File: config.mk
export PLATFORM = sky130hd
export DESIGN_NAME = wb_arbiter_flat
export DESIGN_NICKNAME = d
export VERILOG_FILES = /design/src/rtl/wb_arbiter_pkg.sv /design/src/rtl/wb_arbiter_if.sv /design/src/rtl/wb_arbiter_rr_arb2.sv /design/src/rtl/wb_arbiter.sv /design/src/flat_wrapper.sv
export SDC_FILE = /design/constraint.sdc
export NUM_CORES = 1
export LEC_CHECK = 0
export ABC_CLOCK_PERIOD_IN_PS = 2300
export BUFFER_PORTS_ARGS = -buffer_cell sky130_fd_sc_hd__buf_2
export CAP_MARGIN = 30
export CORE_UTILIZATION = 46
export CTS_CLUSTER_SIZE = 14
export DETAILED_ROUTE_END_ITERATION = 6
export PLACE_DENSITY = 0.77
export RECOVER_POWER = 25
export SLEW_MARGIN = 20
export SYNTH_ARGS = -nofsm -noshare
export SYNTH_HDL_FRONTEND = slang
export SYNTH_SLANG_ARGS = --single-unit
export TNS_END_PERCENT = 100
File: constraint.sdc
create_clock -name clk -period 2.3 [get_ports clk]
set_input_delay 0.345 -clock clk [delete_from_list [all_inputs] [get_ports clk]]
set_output_delay 0.345 -clock clk [all_outputs]
set_load 0.02 [all_outputs]
File: src/rtl/wb_arbiter_pkg.sv
// Shared types for the writeback arbiter: register index width and the grant encoding.
package wb_pkg;

  localparam int REG_AW = 5;

  typedef logic [REG_AW-1:0] reg_idx_t;

  typedef enum logic [1:0] {
    GNT_NONE,
    GNT_ALU,
    GNT_LD
  } grant_e;

endpackage

File: src/rtl/wb_arbiter_if.sv
// Writeback bus between execute/memory stages, decode and the arbiter.
// The master side drives requests and decode indices; the slave side is the arbiter.
interface wb_arbiter_if #(
  parameter int XLEN = 32
);
  import wb_pkg::*;

  logic            alu_valid;
  reg_idx_t        alu_rd;
  logic [XLEN-1:0] alu_data;
  logic            alu_ready;

  logic            ld_issue;
  reg_idx_t        ld_issue_rd;
  logic            ld_issue_ready;

  logic            ld_valid;
  reg_idx_t        ld_rd;
  logic [XLEN-1:0] ld_data;
  logic            ld_ready;

  reg_idx_t        rs1;
  reg_idx_t        rs2;
  reg_idx_t        dec_rd;
  logic            dec_rd_en;
  logic            stall;

  logic            we3;
  reg_idx_t        a3;
  logic [XLEN-1:0] wd3;

  modport master (
    output alu_valid, alu_rd, alu_data,
    output ld_issue, ld_issue_rd,
    output ld_valid, ld_rd, ld_data,
    output rs1, rs2, dec_rd, dec_rd_en,
    input  alu_ready, ld_issue_ready, ld_ready, stall,
    input  we3, a3, wd3
  );

  modport slave (
    input  alu_valid, alu_rd, alu_data,
    input  ld_issue, ld_issue_rd,
    input  ld_valid, ld_rd, ld_data,
    input  rs1, rs2, dec_rd, dec_rd_en,
    output alu_ready, ld_issue_ready, ld_ready, stall,
    output we3, a3, wd3
  );

endinterface

File: src/rtl/wb_arbiter_rr_arb2.sv
// Two-request round-robin arbiter; the grant is combinational and the last
// winner is remembered so that simultaneous requests alternate.
module rr_arb2
  import wb_pkg::*;
(
  input  logic   clk_i,
  input  logic   rst_i,
  input  logic   req_alu_i,
  input  logic   req_ld_i,
  output grant_e grant_o
);

  grant_e lastGrant_q;
  grant_e lastGrant_d;

  always_comb begin
    grant_o = GNT_NONE;
    if (req_alu_i && req_ld_i) begin
      grant_o = (lastGrant_q == GNT_ALU) ? GNT_LD : GNT_ALU;
    end else if (req_alu_i) begin
      grant_o = GNT_ALU;
    end else if (req_ld_i) begin
      grant_o = GNT_LD;
    end
  end

  assign lastGrant_d = (grant_o == GNT_NONE) ? lastGrant_q : grant_o;

  // Reset to the load side so the ALU wins the first tie.
  always_ff @(posedge clk_i) begin
    if (rst_i) begin
      lastGrant_q <= GNT_LD;
    end else begin
      lastGrant_q <= lastGrant_d;
    end
  end

endmodule

File: src/rtl/wb_arbiter.sv
// Register-file write-port arbiter with outstanding-load scoreboard and decode stall.
// Optional feature macro: WB_PERF_EN adds the saturating conflict_cnt output.
module wb_arbiter
  import wb_pkg::*;
#(
  parameter int XLEN   = 32,
  parameter int MAX_LD = 4
) (
  input  logic clk,
  input  logic rst,
  wb_arbiter_if.slave bus
`ifdef WB_PERF_EN
  ,
  output logic [31:0] conflict_cnt
`endif
);

  localparam logic [3:0] MaxLd = 4'(MAX_LD);

  grant_e          grant;
  logic            issueAcc;
  logic            pending;

  logic [31:0]     busy_q, busy_d;
  logic [3:0]      ldCnt_q, ldCnt_d;
  logic            we3_q, we3_d;
  reg_idx_t        a3_q, a3_d;
  logic [XLEN-1:0] wd3_q, wd3_d;

  rr_arb2 u_arb (
    .clk_i    (clk),
    .rst_i    (rst),
    .req_alu_i(bus.alu_valid),
    .req_ld_i (bus.ld_valid),
    .grant_o  (grant)
  );

  assign bus.alu_ready      = (grant == GNT_ALU);
  assign bus.ld_ready       = (grant == GNT_LD);
  assign bus.ld_issue_ready = (ldCnt_q != MaxLd);
  assign issueAcc           = bus.ld_issue && bus.ld_issue_ready;

  always_comb begin
    we3_d = 1'b0;
    a3_d  = a3_q;
    wd3_d = wd3_q;
    if (grant == GNT_ALU) begin
      we3_d = (bus.alu_rd != '0);
      a3_d  = bus.alu_rd;
      wd3_d = bus.alu_data;
    end else if (grant == GNT_LD) begin
      we3_d = (bus.ld_rd != '0);
      a3_d  = bus.ld_rd;
      wd3_d = bus.ld_data;
    end
  end

  // Clear before set so an issue and a return to the same register leave it busy.
  always_comb begin
    busy_d = busy_q;
    if (grant == GNT_LD) begin
      busy_d[bus.ld_rd] = 1'b0;
    end
    if (issueAcc && (bus.ld_issue_rd != '0)) begin
      busy_d[bus.ld_issue_rd] = 1'b1;
    end
    busy_d[0] = 1'b0;
  end

  always_comb begin
    ldCnt_d = ldCnt_q;
    if (issueAcc && !(grant == GNT_LD)) begin
      ldCnt_d = ldCnt_q + 4'd1;
    end else if (!issueAcc && (grant == GNT_LD) && (ldCnt_q != 4'd0)) begin
      ldCnt_d = ldCnt_q - 4'd1;
    end
  end

  // No bypass into the register file, so the in-flight write must also stall.
  assign pending = we3_q && (a3_q != '0) &&
                   ((a3_q == bus.rs1) || (a3_q == bus.rs2) ||
                    (bus.dec_rd_en && (a3_q == bus.dec_rd)));

  assign bus.stall = busy_q[bus.rs1] | busy_q[bus.rs2] |
                     (bus.dec_rd_en & busy_q[bus.dec_rd]) | pending;

  assign bus.we3 = we3_q;
  assign bus.a3  = a3_q;
  assign bus.wd3 = wd3_q;

  always_ff @(posedge clk) begin
    if (rst) begin
      busy_q  <= '0;
      ldCnt_q <= '0;
      we3_q   <= 1'b0;
      a3_q    <= '0;
      wd3_q   <= '0;
    end else begin
      busy_q  <= busy_d;
      ldCnt_q <= ldCnt_d;
      we3_q   <= we3_d;
      a3_q    <= a3_d;
      wd3_q   <= wd3_d;
    end
  end

`ifdef WB_PERF_EN
  logic [31:0] conflictCnt_q;

  always_ff @(posedge clk) begin
    if (rst) begin
      conflictCnt_q <= '0;
    end else if (bus.alu_valid && bus.ld_valid && (conflictCnt_q != 32'hFFFF_FFFF)) begin
      conflictCnt_q <= conflictCnt_q + 32'd1;
    end
  end

  assign conflict_cnt = conflictCnt_q;
`endif

  // Protocol checks: ALU must not overwrite a register owned by an outstanding load,
  // and a load return must target a register that is actually outstanding.
  aluBusyWrite: assert property (@(posedge clk) disable iff (rst)
    !((grant == GNT_ALU) && busy_q[bus.alu_rd]));

  ldNotBusy: assert property (@(posedge clk) disable iff (rst)
    !((grant == GNT_LD) && (bus.ld_rd != '0) && !busy_q[bus.ld_rd]));

endmodule

File: src/flat_wrapper.sv
// flat-port wrapper written by rule: the top's interface ports become plain ports
module wb_arbiter_flat import wb_pkg::*;
#(
  parameter int XLEN   = 32,
  parameter int MAX_LD = 4
)
  (clk, rst, bus_alu_valid, bus_alu_rd, bus_alu_data, bus_ld_issue, bus_ld_issue_rd, bus_ld_valid, bus_ld_rd, bus_ld_data, bus_rs1, bus_rs2, bus_dec_rd, bus_dec_rd_en, bus_alu_ready, bus_ld_issue_ready, bus_ld_ready, bus_stall, bus_we3, bus_a3, bus_wd3);
  wb_arbiter_if #(.XLEN(XLEN)) bus_i ();
  input  logic clk;
  input  logic rst;
  input wire logic [$bits(bus_i.alu_valid)-1:0] bus_alu_valid;
  input wire logic [$bits(bus_i.alu_rd)-1:0] bus_alu_rd;
  input wire logic [$bits(bus_i.alu_data)-1:0] bus_alu_data;
  input wire logic [$bits(bus_i.ld_issue)-1:0] bus_ld_issue;
  input wire logic [$bits(bus_i.ld_issue_rd)-1:0] bus_ld_issue_rd;
  input wire logic [$bits(bus_i.ld_valid)-1:0] bus_ld_valid;
  input wire logic [$bits(bus_i.ld_rd)-1:0] bus_ld_rd;
  input wire logic [$bits(bus_i.ld_data)-1:0] bus_ld_data;
  input wire logic [$bits(bus_i.rs1)-1:0] bus_rs1;
  input wire logic [$bits(bus_i.rs2)-1:0] bus_rs2;
  input wire logic [$bits(bus_i.dec_rd)-1:0] bus_dec_rd;
  input wire logic [$bits(bus_i.dec_rd_en)-1:0] bus_dec_rd_en;
  output wire logic [$bits(bus_i.alu_ready)-1:0] bus_alu_ready;
  output wire logic [$bits(bus_i.ld_issue_ready)-1:0] bus_ld_issue_ready;
  output wire logic [$bits(bus_i.ld_ready)-1:0] bus_ld_ready;
  output wire logic [$bits(bus_i.stall)-1:0] bus_stall;
  output wire logic [$bits(bus_i.we3)-1:0] bus_we3;
  output wire logic [$bits(bus_i.a3)-1:0] bus_a3;
  output wire logic [$bits(bus_i.wd3)-1:0] bus_wd3;
  assign bus_i.alu_valid = bus_alu_valid;
  assign bus_i.alu_rd = bus_alu_rd;
  assign bus_i.alu_data = bus_alu_data;
  assign bus_i.ld_issue = bus_ld_issue;
  assign bus_i.ld_issue_rd = bus_ld_issue_rd;
  assign bus_i.ld_valid = bus_ld_valid;
  assign bus_i.ld_rd = bus_ld_rd;
  assign bus_i.ld_data = bus_ld_data;
  assign bus_i.rs1 = bus_rs1;
  assign bus_i.rs2 = bus_rs2;
  assign bus_i.dec_rd = bus_dec_rd;
  assign bus_i.dec_rd_en = bus_dec_rd_en;
  assign bus_alu_ready = bus_i.alu_ready;
  assign bus_ld_issue_ready = bus_i.ld_issue_ready;
  assign bus_ld_ready = bus_i.ld_ready;
  assign bus_stall = bus_i.stall;
  assign bus_we3 = bus_i.we3;
  assign bus_a3 = bus_i.a3;
  assign bus_wd3 = bus_i.wd3;
  wb_arbiter #(.XLEN(XLEN), .MAX_LD(MAX_LD)) u_core (.clk(clk), .rst(rst), .bus(bus_i));
endmodule
; Word-level counts from Yosys, hierarchy flattened
; Cells that the tools add are included.
; Widths: inputs -> output; s select.
[totals]
reg_bits = 76
inputBits = 100
[classes]
n_addsub = 2
magnitude_cmp = 7
eq_ne = 7
muxes = 24
bitwise_logic = 7
n_reduce_logical = 23
[ops]
columns = cell, n
row1 = $mux 32, 4
row2 = $and 32x32->32, 1
row3 = $not 32->32, 1
row4 = $or 32x32->32, 1
row5 = $lt 5x6->1 const B, 5
row6 = $reduce_bool 5->1, 4
row7 = $bmux 1 s5, 3
row8 = $eq 5x5->1, 3
row9 = $logic_and 1x1->1, 11
row10 = $demux 1 s5, 2
row11 = $ge 5x1->1 const B, 2
row12 = $mux 5, 2
row13 = $mux 2, 4
row14 = $mux 4, 2
row15 = $mux 1, 7
row16 = $add 4x1->4 const B, 1
row17 = $eq 2x1->1 const B, 2
row18 = $ne 4x3->1 const B, 1
row19 = $reduce_bool 2->1, 2
row20 = $reduce_bool 4->1, 1
row21 = $sub 4x1->4 const B, 1
row22 = $or 1x1->1, 3
row23 = $eq 2x2->1 const B, 1
row24 = $logic_not 1->1, 2
row25 = 3 further kinds, 4

; Longest topological paths before layout
; Gate-level depths: netlist of run 1.
[logic_depth]
word_depth = 9
mapped_depth = 10
depth_no_buf = 10

; Hierarchy
; A second synthesis of run 1 with hierarchy kept.
[hier_totals]
cells_unflattened = 508
area_unflattened_um2 = 4370.4
[modules_own_cells]
columns = mod, n_inst, cells_per_inst, area_each_um2, seq_area_each_um2
row1 = wb_arbiter, 1, 497, 4264.1, 1461.4
row2 = rr_arb2, 1, 11, 106.4, 40.0

; Worst setup path before layout of run 1
; OpenSTA, ideal clock, no wires.
[synth_timing]
path_kind = reg-to-reg
from = register u_core.ldCnt_q[0]
to = register u_core.ldCnt_q[3]
setup_time_ps = 128
arrival_ps = 2344
t_required_ps = 2172
slack_ps = -171
path_stages_with_launch = 11
period_less_slack_ps = 2471
cell_sequence = dfxtp_1 -> or4b_1 -> and2_1 -> nand2_1 -> ha_1 -> a21o_1 -> a21oi_1 -> nand3_1 -> o21ai_0 -> xnor2_1 -> nor2_1
[synth_between]
elab_chain_len = 6
elab_cells_between_ends = 12
classes_between = 2 x add/sub / 1 x eq/ne / 2 x mux / 7 x reduce/logical
[synth_lines]
columns = item, line
row1 = "start, declared", wb_arbiter.sv:25  ; logic [3:0] ldCnt_q, ldCnt_d;
row2 = "start signal, assigned", wb_arbiter.sv:100  ; ldCnt_q <= ldCnt_d;
row3 = $ne 4x3->1 *, wb_arbiter.sv:40  ; assign bus.ld_issue_ready = (ldCnt_q != MaxLd);
row4 = via bus_ld_issue_ready, flat_wrapper.sv:24  ; output wire logic [$bits(bus_i.ld_issue_ready)-1:0] bus_ld_issue_ready;
row5 = $logic_and 1x1->1 *, wb_arbiter.sv:41  ; assign issueAcc = bus.ld_issue && bus.ld_issue_ready;
row6 = $logic_not 1->1, wb_arbiter.sv:74  ; end else if (!issueAcc && (grant == GNT_LD) && (ldCnt_q != 4'd0)) begin
row7 = $logic_and 1x1->1 (2 in series), wb_arbiter.sv:74
row8 = $reduce_bool 2->1 (no source line), --
; Mark *: on every way through the listed nets, which the timed path passes. The rest lies on a longest branch. The select of a mux whose other input is x is not followed.
; A chain may end at the register's enable or synchronous reset.

; Worst setup path after layout of run 1
[layout_timing]
from = register u_core.busy_q[17]
to = output bus_stall
[layout_between]
elab_chain_len = 5
elab_cells_between_ends = 10
classes_between = 6 x mux / 4 x bitwise
[layout_lines]
columns = item, line
row1 = "start, declared", wb_arbiter.sv:24  ; logic [31:0] busy_q, busy_d;
row2 = "start signal, assigned", wb_arbiter.sv:99  ; busy_q <= busy_d;
row3 = $bmux 1 s5 (on tied branches), "wb_arbiter.sv:84, wb_arbiter.sv:85"
row4 = $mux 1 (on tied branches), "wb_arbiter.sv:84, wb_arbiter.sv:85"
row5 = $or 1x1->1 / $and 1x1->1 (equally long branches), "wb_arbiter.sv:84, wb_arbiter.sv:85"
row6 = $or 1x1->1 *, wb_arbiter.sv:84  ; assign bus.stall = busy_q[bus.rs1] | busy_q[bus.rs2] |
row7 = $or 1x1->1 *, wb_arbiter.sv:85  ; (bus.dec_rd_en & busy_q[bus.dec_rd]) | pending;
row8 = "end, declared", flat_wrapper.sv:26  ; output wire logic [$bits(bus_i.stall)-1:0] bus_stall;
; Mark *: on every way between the ends. The rest lies on a longest branch, timed or not. The select of a mux whose other input is x is not followed.

==> results.md, run 1 <==
* Vias in the first global route at 4,255
* Maxcap violations at 0
* Status: finished with violations
* Kind of cell adding the most delay to the critical path: compound AO/OA/AOI/OAI gates
* Register area at 1510 um2
* I/O Buffers at 141
* Post-synthesis cell count at approximately 530
* Floorplan die height at 99.0 um
* Rows at 35
* Max-slew violations at 0
* Final Hold Viols at 0
* Global route overflow at 0
* Crit-path cells: mux2i_2, o22ai_2, o311ai_2, o21ai_1, or4_1, a2111o_1, buf_2
* Worst hold path depth at 2
* Slew headroom at 0.508
* Met1 Resource Use GR at 0.342
* Nets at a little under 800
* Async S/R FF share, synth at 0
* P per Cell Area at 619 nW/um2
* DP Wirelength at 9720 um
* #FFs+latches synth at 75
* Layout cells sized above 1 at 0.298
* Die area at slightly below 10,000 um2
* Critical Path AT at about 2300 ps
* Hold Crit Class: input port to register
* Final period util at 1.15
* Worst vdd ir at between 300 and 400 uV
* CTS Buffer Depth at 2
* Area delta synth->final at 27.6%
* Vias after detailed routing at 4,556
* GR peak layer: met2
* Clock latency at the later pin of the worst-skew pair at 340 ps
* Ant. Diodes at 0
* Unrepaired setup endpoints after global routing: true
* CTS tree: built
* CTS buffer count at 9
* Mapped Avg Cell Area at 8.16 um2
* CTS H-tree depth at 3
* Yosys warnings at 0
* Gpl congestion at 0.938
* Routed WL at ~13,000 um
* Critical Path RT at 1960 ps
* Post-synth EDFFs at 0
* First-pass GRT wire length at 20,600 um
* Clock sinks at 75
* DRT antenna net count at 0
* Netlist area before placement at 4330 um2
* Syn Nets at 634
* DRC at 0
* Failing checks: setup timing
* Slew at the pin closest to its max-slew limit at 731 ps
* Worst Setup Path Type: register to output pin
* GRT Resource Usage Total at 0.261
* Clock Pin Slew Worst Setup and Hold Paths at 80 ps
* Setup violators final at 1
* Worst Hold Slack at roughly 250 ps
* Setup WS post-layout at -347 ps
* Crit path buffers/inverters at 1
* Max frequency at 378 MHz
* Vias per cell at approximately 5.7
* P_leak at around 0.0023 uW
* Crit path capture type: output pin
* DRT iter0 DRCs at 462
* Core ar. at 9200 um2
* Fin util at 0.601
* Max stage delay cell, worst path: or4_1
* Die Wd at 99.0 um
* Initial antenna violation count at 0
* Netlist cell types at 51
* Wire per inst at 16.0 um
* Initial core utilization at 0.471
* CTS root buf: clkbuf_8
* Min Tclk post-route at 2650 ps
* GR Util met3 at 0.0404
* Crit Path Max Fanout at 4
* Met2 usage at 0.438
* Top FF cell, synth: dfxtp_1
* CP Launch Type: register
* Pin count of the biggest net entering global routing at 76
* Slowest Stage Delay on Critical Path at between 500 and 600 ps
* Multi-input logic area at 2670 um2
* Register area share after synthesis at 0.347
* Setup Skew at 13.8 ps
* Detailed-router iteration count before antenna repair at 5
* Crit path depth at 7
* Fill cell count at roughly 860
* Reg2reg path depth at 10
* Io pins at 142
==> Yosys cell counts (all sizes together) (2+ instances only) <==
cell / count / area share
or2: 2 / 0.0029
ha: 2 / 0.0058
nand3b: 2 / 0.0035
o31ai: 3 / 0.0052
a21oi: 36 / 0.042
nand2: 118 / 0.10
or4: 3 / 0.0052
nand3: 12 / 0.014
dfxtp: 75 / 0.35
nand2b: 3 / 0.0043
mux4: 17 / 0.091
o22ai: 3 / 0.0043
o21ai: 35 / 0.040
and3: 3 / 0.0043
a311oi: 37 / 0.075
clkbuf: 28 / 0.024
xor2: 10 / 0.020
inv: 7 / 0.0061
mux2: 8 / 0.021
mux2i: 10 / 0.023
nand4: 4 / 0.0058
nor4: 2 / 0.0029
nor2: 50 / 0.043
or3: 3 / 0.0043
buf: 11 / 0.017
xnor2: 8 / 0.016
a2111oi: 2 / 0.0040
nor2b: 7 / 0.010
nor3: 8 / 0.0092
nor3b: 7 / 0.012
==> power breakdown <==
part	leakage, uW	total, uW	internal, uW	switching, uW
sequential	0.000620	1460	1400	58.9
clock	0.0000922	1030	535	491
combinational	0.00164	936	408	528
==> worst register-to-register path: stages (launching register included) <==
cell,delay (ps)
dfxtp_1,310
or4b_4,530
and2_4,180
nand2_4,80
ha_1,230
a21o_1,190
a21oi_2,150
nand3_1,100
o21ai_2,100
xnor2_1,130
nor2_1,60
==> through the flow <==
| step | instances | setup WS [ps] | area, um2 | power (uW) | TNS, ps |
|---|---|---|---|---|---|
| 2_1_floorplan | 531 | -1.74 | 4360 | 2050 | -1.74 |
| 3_3_place_gp | 779 | -311 | 5290 | 2360 | -311 |
| 3_5_place_dp | 780 | -343 | 5290 | 2390 | -343 |
| 4_1_cts | 796 | -363 | 5500 | 3400 | -363 |
| 5_1_grt | 799 | -448 | 5530 | 3600 | -448 |
| 6_report | 799 | -347 | 5530 | 3420 | -347 |
==> layout by cell type (no fill, tap or decap), types with 10 or more instances in the layout <==
| cell type | Yosys | layout |
|---|---|---|
| nor2_1 | 50 | 49 |
| buf_2 | 1 | 113 |
| nand2_1 | 118 | 117 |
| a21oi_1 | 36 | 35 |
| a311oi_1 | 37 | 37 |
| xor2_1 | 10 | 10 |
| o21ai_0 | 33 | 32 |
| clkbuf_8 | 0 | 10 |
| dfxtp_1 | 75 | 68 |
| nand3_1 | 12 | 12 |
| buf_4 | 2 | 37 |
| mux4_2 | 14 | 14 |
| clkbuf_1 | 28 | 30 |
==> layout make-up <==
type                            count  share of cell area
Sequential cell                    75               0.274
Inverter                            7             0.00475
Clock inverter                      5              0.0111
Timing Repair Buffer              180               0.176
Clock buffer                       11              0.0256
Multi-Input combinational cell    410               0.484
Tap cell                          111              0.0251
==> path summary, 6_finish.rpt <==
check | from | to | slack [ps]
hold reg to reg | u_core.u_arb.lastGrant_q[0] | u_core.u_arb.lastGrant_q[0] | 460
hold / removal | bus_alu_valid | u_core.u_arb.lastGrant_q[0] | 250
setup reg to reg | u_core.ldCnt_q[0] | u_core.ldCnt_q[3] | 110
setup / recovery | u_core.busy_q[17] | bus_stall | -350
==> layer usage <==
metal,vias up,part of all wire
li1,2222,-
met1,2134,0.42
met2,176,0.50
met3,24,0.056
met4,0,0.019
met5,-,0
==> cell families after synthesis <==
kind of cell / Yosys count / share of synthesized area
flops: 75 / 0.347
compound gates: 126 / 0.191
simple gates: 228 / 0.233
buf+inv: 46 / 0.0471
xor+xnor: 18 / 0.0364
mux: 35 / 0.135
fa+ha+maj: 3 / 0.0104
==> registers in the layout, indices dropped and copies added (netlist names) <==
register,count
u_core.u_arb.lastGrant_q,2
u_core.ldCnt_q,4
u_core.busy_q,31
u_core.bus.we3,1
u_core.bus.a3,5
u_core.bus.wd3,32
==> repair_timing <==
item,CTS,global route
gates cloned,0,0
gates resized for setup,4,13
hold buffers,0,0
pin swaps,1,5
setup buffers,0,3
hold endpoints to repair,0,0
endpoints found under the setup margin,1,2
Note: power is estimated with default switching activity, not from simulation.
==> inputs of run 2 (changes only) <==
- ABC_CLOCK_PERIOD_IN_PS: 2300 -> 3100
- CAP_MARGIN: 30 -> 5
- CORE_UTILIZATION: 46 -> 55
- GPL_ROUTABILITY_DRIVEN: unset -> 0
- PLACE_DENSITY: 0.77 -> 0.86
- clock period: 2.3 -> 3.1 ns (I/O delays scaled with it)
==> run 2 against run 1 <==
The flow now finishes without violations. Worst hold slack better by 100 ps. First-iteration DRC count up 7.6%. Clock skew about the same. Design area fell by 6.1%. Via count shrank 0.88%. Routed wire length is essentially flat. Global-route usage grew 5.6 points. Sequential power fell by 25%. Core utilization grew 9.6 points.
==> results.md, run 2 (synthesis gave the netlist of run 1 again) <==
* Vias in the first global route at 4,332 (was 4,255)
* DRT antenna net count at 0 (unchanged)
* Final Hold Viols at 0 (unchanged)
* Worst r2r dst: u_core.ldCnt_q[3] (unchanged)
* Detailed-router iteration count before antenna repair at 5 (unchanged)
* Area delta synth->final at 19.8% (was 27.6%)
* Unrepaired setup endpoints after global routing: false (was true)
* Floorplan die height at 90.7 um (was 99.0 um)
* P per Cell Area at 468 nW/um2 (was 619 nW/um2)
* Place WS at 183 ps (was -343 ps)
* Min Tclk post-route at 2920 ps
* Max reg flops at 32 (unchanged)
* Slew at the pin closest to its max-slew limit at 767 ps (was 731 ps)
* Die Wd at 90.7 um (was 99.0 um)
* Crit Path Max Fanout at 13 (was 4)
* # hold bufs at CTS at 0 (unchanged)
* Final period util at 0.943
* Core ar. at 7450 um2 (was 9200 um2)
* Post-CTS Setup Inserts at 0 (unchanged)
* Reg2reg path depth at 10 (unchanged)
* CTS H-tree depth at 3 (unchanged)
* FF-to-FF setup slack at 570 ps (was 110 ps)
* Critical Path RT at 2630 ps (was 1960 ps)
* Initial antenna violation count at 0 (unchanged)
* Io pins at 142 (unchanged)
* CTS root buf: clkbuf_8 (unchanged)
* Slew headroom at 0.489 (was 0.508)
* Layout cells sized above 1 at 0.238 (was 0.298)
* Global route overflow at 0 (unchanged)
* CTS buffer count at 9 (unchanged)
* Setup WS post-layout at 178 ps (was -347 ps)
* CTS tree: built (unchanged)
* Ant. Diodes at 0 (unchanged)
* Fin util at 0.697 (was 0.601)
* Crit path capture type: output pin (unchanged)
* Hold EP: u_core.u_arb.lastGrant_q[0] (unchanged)
* Worst hold path depth at 2 (unchanged)
* Pin count of the biggest net entering global routing at 57 (was 76)
* First-pass GRT wire length at 21,000 um (was 20,600 um)
* P_leak at 0.00217 uW (was 0.00235 uW)
* Worst hold start: bus_alu_valid (unchanged)
* Clock latency at the later pin of the worst-skew pair at 350 ps (was 340 ps)
* Critical Path AT at 2460 ps (was 2300 ps)
* Commonest non-fill, non-tap cell in the layout: nand2_1 (unchanged)
* Worst Setup Path Type: input port to output pin (was register to output pin)
* Commonest cells after routing, fill and taps aside: 118 x nand2_1, 111 x buf_2, 75 x dfxtp_1 (was 117 x nand2_1, 113 x buf_2, 68 x dfxtp_1)
* Setup Skew at 13.7 ps (was 13.8 ps)
* Routed WL at 12,800 um (about the same)
* Fill cell count at 609 (was 862)
* Rows at 31 (was 35)
* Status: finished, final reports clean (was finished with violations)
* PostCTS Resize Cnt at 0 (was 4)
* Vias after detailed routing at 4,516 (was 4,556)
* DRT iter0 DRCs at 497 (was 462)
* CP Launch Type: input port (was register)
* Vias per cell at 5.99 (was 5.70)
* Clock Pin Slew Worst Setup and Hold Paths at 80 ps (about the same)
* Worst vdd ir at 310 uV (was 371 uV)
* Die area at 8230 um2 (was 9810 um2)
* Initial core utilization at 0.582 (was 0.471)
* Wire per inst at 17.0 um (was 16.0 um)
* Clock sinks at 75 (unchanged)
* CTS Buffer Depth at 2 (unchanged)
* Maxcap violations at 0 (unchanged)
* DP Wirelength at 9450 um (was 9720 um)
* GRT Resource Usage Total at 0.316 (was 0.261)
* I/O Buffers at 141 (unchanged)
* Nets at 754 (was 786)
* DRC at 0 (unchanged)
* FF-to-FF Start: u_core.ldCnt_q[0] (unchanged)
* Hold Crit Class: input port to register (unchanged)
* Setup TNS at 0 ps (was -347 ps)
* Max-slew violations at 0 (unchanged)
* Max frequency at between 300 and 400 MHz
* Setup violators final at 0 (was 1)
[run 2: stage by stage]
step | power (uW) | instance area, um2 | hold slack (ps) | std cells
6_report | 2430 | 5190 | 351 | 754
5_1_grt | 2560 | 5190 | 348 | 754
4_1_cts | 2440 | 5230 | 347 | 754
3_5_place_dp | 1710 | 5040 | 447 | 739
3_3_place_gp | 1690 | 5040 | 438 | 739
2_1_floorplan | 1510 | 4330 | 433 | 531
[run 2: final cells by class]
cell class              count  area, um2  area share
flip-flops and latches     75       1500       0.289
inverters                   7       26.3     0.00506
clock inverters             6       65.1      0.0125
well taps                  99        124      0.0239
clock buffers               9        124      0.0239
multi-input cells         410       2630       0.506
repair buffers            148        724       0.140
[run 2: how the worst max path moves through the flow]
stage / from / end / slack (ps) / cells after the start
after global routing: u_core.busy_q[17] / bus_stall / 70 / 7
after global placement: bus_rs1[0] / bus_stall / 240 / 6
after floorplan: bus_dec_rd[2] / bus_stall / 460 / 7
final: bus_rs1[0] / bus_stall / 180 / 6
after CTS: bus_rs1[0] / bus_stall / 180 / 6
after detailed placement: bus_rs1[0] / bus_stall / 180 / 6
[run 2: power by group]
group,total (uW),internal [uW],switching (uW)
registers,1100,1030,64.3
clock network,745,369,376
logic,587,239,348
total,2430,1640,788
[run 2: worst max-delay path, cell delays in order]
cell,delay [ps]
buf_2,260
mux4_1,600
mux4_2,450
nor2b_1,140
a2111o_1,370
buf_2,160
[run 2: layer usage]
metal,up-vias,share of wire,track usage
li1,2158,-,-
met1,2113,0.40,0.387
met2,212,0.51,0.549
met3,33,0.069,0.0631
met4,0,0.024,0.113
met5,-,0,0
==> inputs of run 3 (changes only) <==
- CORE_ASPECT_RATIO: unset -> 0.75
- HOLD_SLACK_MARGIN: unset -> 0.05
==> run 3 against run 2 <==
Setup slack worse by 11 ps. Critical endpoint unchanged. Clock skew shrank 3.0 ps. Via count grew 1.7%. Largest power group unchanged. First-iteration DRC count up 13%. Power is 8.0% higher. Combinational power grew 1%. Global-route usage is 0.66 points lower.
==> results.md, run 3 (synthesis gave the netlist of run 1 again) <==
* Hold EP: u_core.u_arb.lastGrant_q[0] (unchanged)
* Setup TNS at 0 ps (unchanged)
* Slew at the pin closest to its max-slew limit at 685 ps (was 767 ps)
* Max reg flops at 32 (unchanged)
* Clock Pin Slew Worst Setup and Hold Paths at 80 ps (about the same)
* Area delta synth->final at 21.1% (was 19.8%)
* Floorplan die height at 78.9 um (was 90.7 um)
* Vias per cell at 6.07 (was 5.99)
* First-pass GRT wire length at 20,300 um (was 21,000 um)
* Io pins at 142 (unchanged)
* GRT Resource Usage Total at 0.310 (was 0.316)
* Pin count of the biggest net entering global routing at 66 (was 57)
* CP Launch Type: input port (unchanged)
* DRT iter0 DRCs at 564 (was 497)
* Unrepaired setup endpoints after global routing: false (unchanged)
* Die area at 8240 um2 (was 8230 um2)
* Worst hold path depth at 2 (unchanged)
* CTS Buffer Depth at 2 (unchanged)
* Commonest cells after routing, fill and taps aside: 118 x nand2_1, 112 x buf_2, 75 x dfxtp_1 (was 118 x nand2_1, 111 x buf_2, 75 x dfxtp_1)
* Initial core utilization at 0.580 (was 0.582)
* CTS tree: built (unchanged)
* Crit path buffers/inverters at 2 (unchanged)
* Worst vdd ir at 289 uV (was 310 uV)
* Slew headroom at 0.538 (was 0.489)
* Kind of cell adding the most delay to the critical path: multiplexers (unchanged)
* Crit path capture type: output pin (unchanged)
* Placed cells at 740 (was 739)
* Hold Crit Class: input port to register (unchanged)
* FF-to-FF Start: u_core.ldCnt_q[0] (unchanged)
* Initial antenna violation count at 0 (unchanged)
* Reg2reg path depth at 10 (unchanged)
* CTS H-tree depth at 3 (unchanged)
* Setup violators final at 0 (unchanged)
* Global route overflow at 0 (unchanged)
* Fin util at 0.703 (was 0.697)
* Setup Skew at 10.6 ps (was 13.7 ps)
* Crit Path Max Fanout at 13 (unchanged)
* P per Cell Area at 501 nW/um2 (was 468 nW/um2)
* Rows at 27 (was 31)
* DRC at 0 (unchanged)
* CTS buffer count at 9 (unchanged)
* DP Wirelength at 9520 um (was 9450 um)
* Worst Setup Path Type: input port to output pin (unchanged)
* Crit-path cells: buf_2, mux4_1, mux4_2, nor2b_1, a2111o_1, buf_2 (unchanged)
* P_leak at 0.00220 uW (was 0.00217 uW)
* Clock latency at the later pin of the worst-skew pair at 350 ps (about the same)
* Final Instance Count excl. Fillers at 756 (was 754)
* Critical Path RT at 2630 ps (about the same)
* FF-to-FF setup slack at 540 ps (was 570 ps)
* Most used cell, CP: buf_2 (unchanged)
* Slowest Stage Delay on Critical Path at 600 ps (about the same)
* DRT antenna net count at 0 (unchanged)
* Max stage delay cell, worst path: mux4_1 (unchanged)
* Status: finished, final reports clean (unchanged)
* Final period util at 0.946 (was 0.943)
* I/O Buffers at 141 (unchanged)
* Wire per inst at 16.9 um (was 17.0 um)
* # hold bufs at CTS at 0 (unchanged)
* Vias in the first global route at 4,163 (was 4,332)
* Post-CTS Setup Inserts at 0 (unchanged)
* CTS root buf: clkbuf_8 (unchanged)
* Core ar. at 7470 um2 (was 7450 um2)
* Ant. Diodes at 0 (unchanged)
* Vias after detailed routing at 4,592 (was 4,516)
* PostCTS Resize Cnt at 0 (unchanged)
* Maxcap violations at 0 (unchanged)
* Final Hold Viols at 0 (unchanged)
* Nets at 753 (was 754)
* Fill cell count at 597 (was 609)
* Worst hold start: bus_alu_valid (unchanged)
* Min Tclk post-route at 2930 ps (was 2920 ps)
* Clock sinks at 75 (unchanged)
* Die Wd at 104 um (was 90.7 um)
* Max frequency at 341 MHz (was 342 MHz)
* Worst r2r dst: u_core.ldCnt_q[3] (unchanged)
* Detailed-router iteration count before antenna repair at 5 (unchanged)
* Commonest non-fill, non-tap cell in the layout: nand2_1 (unchanged)
* Routed WL at 12,800 um (about the same)
* Critical Path AT at 2470 ps (was 2460 ps)
* Layout cells sized above 1 at 0.238 (unchanged)
* Max-slew violations at 0 (unchanged)
run 3: cell count changes in the layout (fill, tap and decap cells not counted), sizes merged:
cell,previous run,this run
inv,8,7
clkinvlp,1,0
bufinv,1,3
run 3: through the flow:
stage	hold WS (ps)	area [um2]	power [uW]	setup slack, ps
floorplan	433	4330	1510	463
global placement	441	5030	1690	228
detailed placement	451	5030	1710	172
CTS	343	5280	2630	165
global route	346	5250	2750	116
finish	355	5250	2630	167
run 3: metal layers:
| layer | GRT usage | part of all wire |
|---|---|---|
| met1 | 0.407 | 0.40 |
| met2 | 0.506 | 0.47 |
| met3 | 0.0796 | 0.11 |
| met4 | 0.0886 | 0.017 |
| met5 | 0 | 0 |
run 3: where the power goes:
group	switching (uW)	internal, uW	total (uW)
logic	355	239	595
clock network	373	558	931
registers	65.8	1030	1100
run 3: worst register-to-register path, cell delays in order, from the launching register on:
cell and delay (ps):
dfxtp_1 370, or4b_1 600, and2_1 260, nand2_1 190, ha_1 260, a21o_1 180
a21oi_1 170, nand3_1 90, o21ai_0 120, xnor2_1 150, nor2_1 50
run 3: cell type report:
class,count,area [um2],area share
Clock buffer,10,138,0.0262
Clock inverter,6,113,0.0215
Inverter,7,26.3,0.00501
Multi-Input combinational cell,410,2630,0.501
Sequential cell,75,1500,0.286
Tap cell,101,126,0.0241
Timing Repair Buffer,147,714,0.136
run 3: worst max path at each step:
stage | start | endpoint | cells after the start | slack (ps)
after floorplan | bus_dec_rd[2] | bus_stall | 7 | 460
after global placement | bus_rs1[0] | bus_stall | 6 | 230
after detailed placement | bus_rs1[0] | bus_stall | 6 | 170
after CTS | bus_rs1[0] | bus_stall | 6 | 170
after global routing | bus_rs1[0] | bus_stall | 6 | 120
final | bus_rs1[0] | bus_stall | 6 | 170
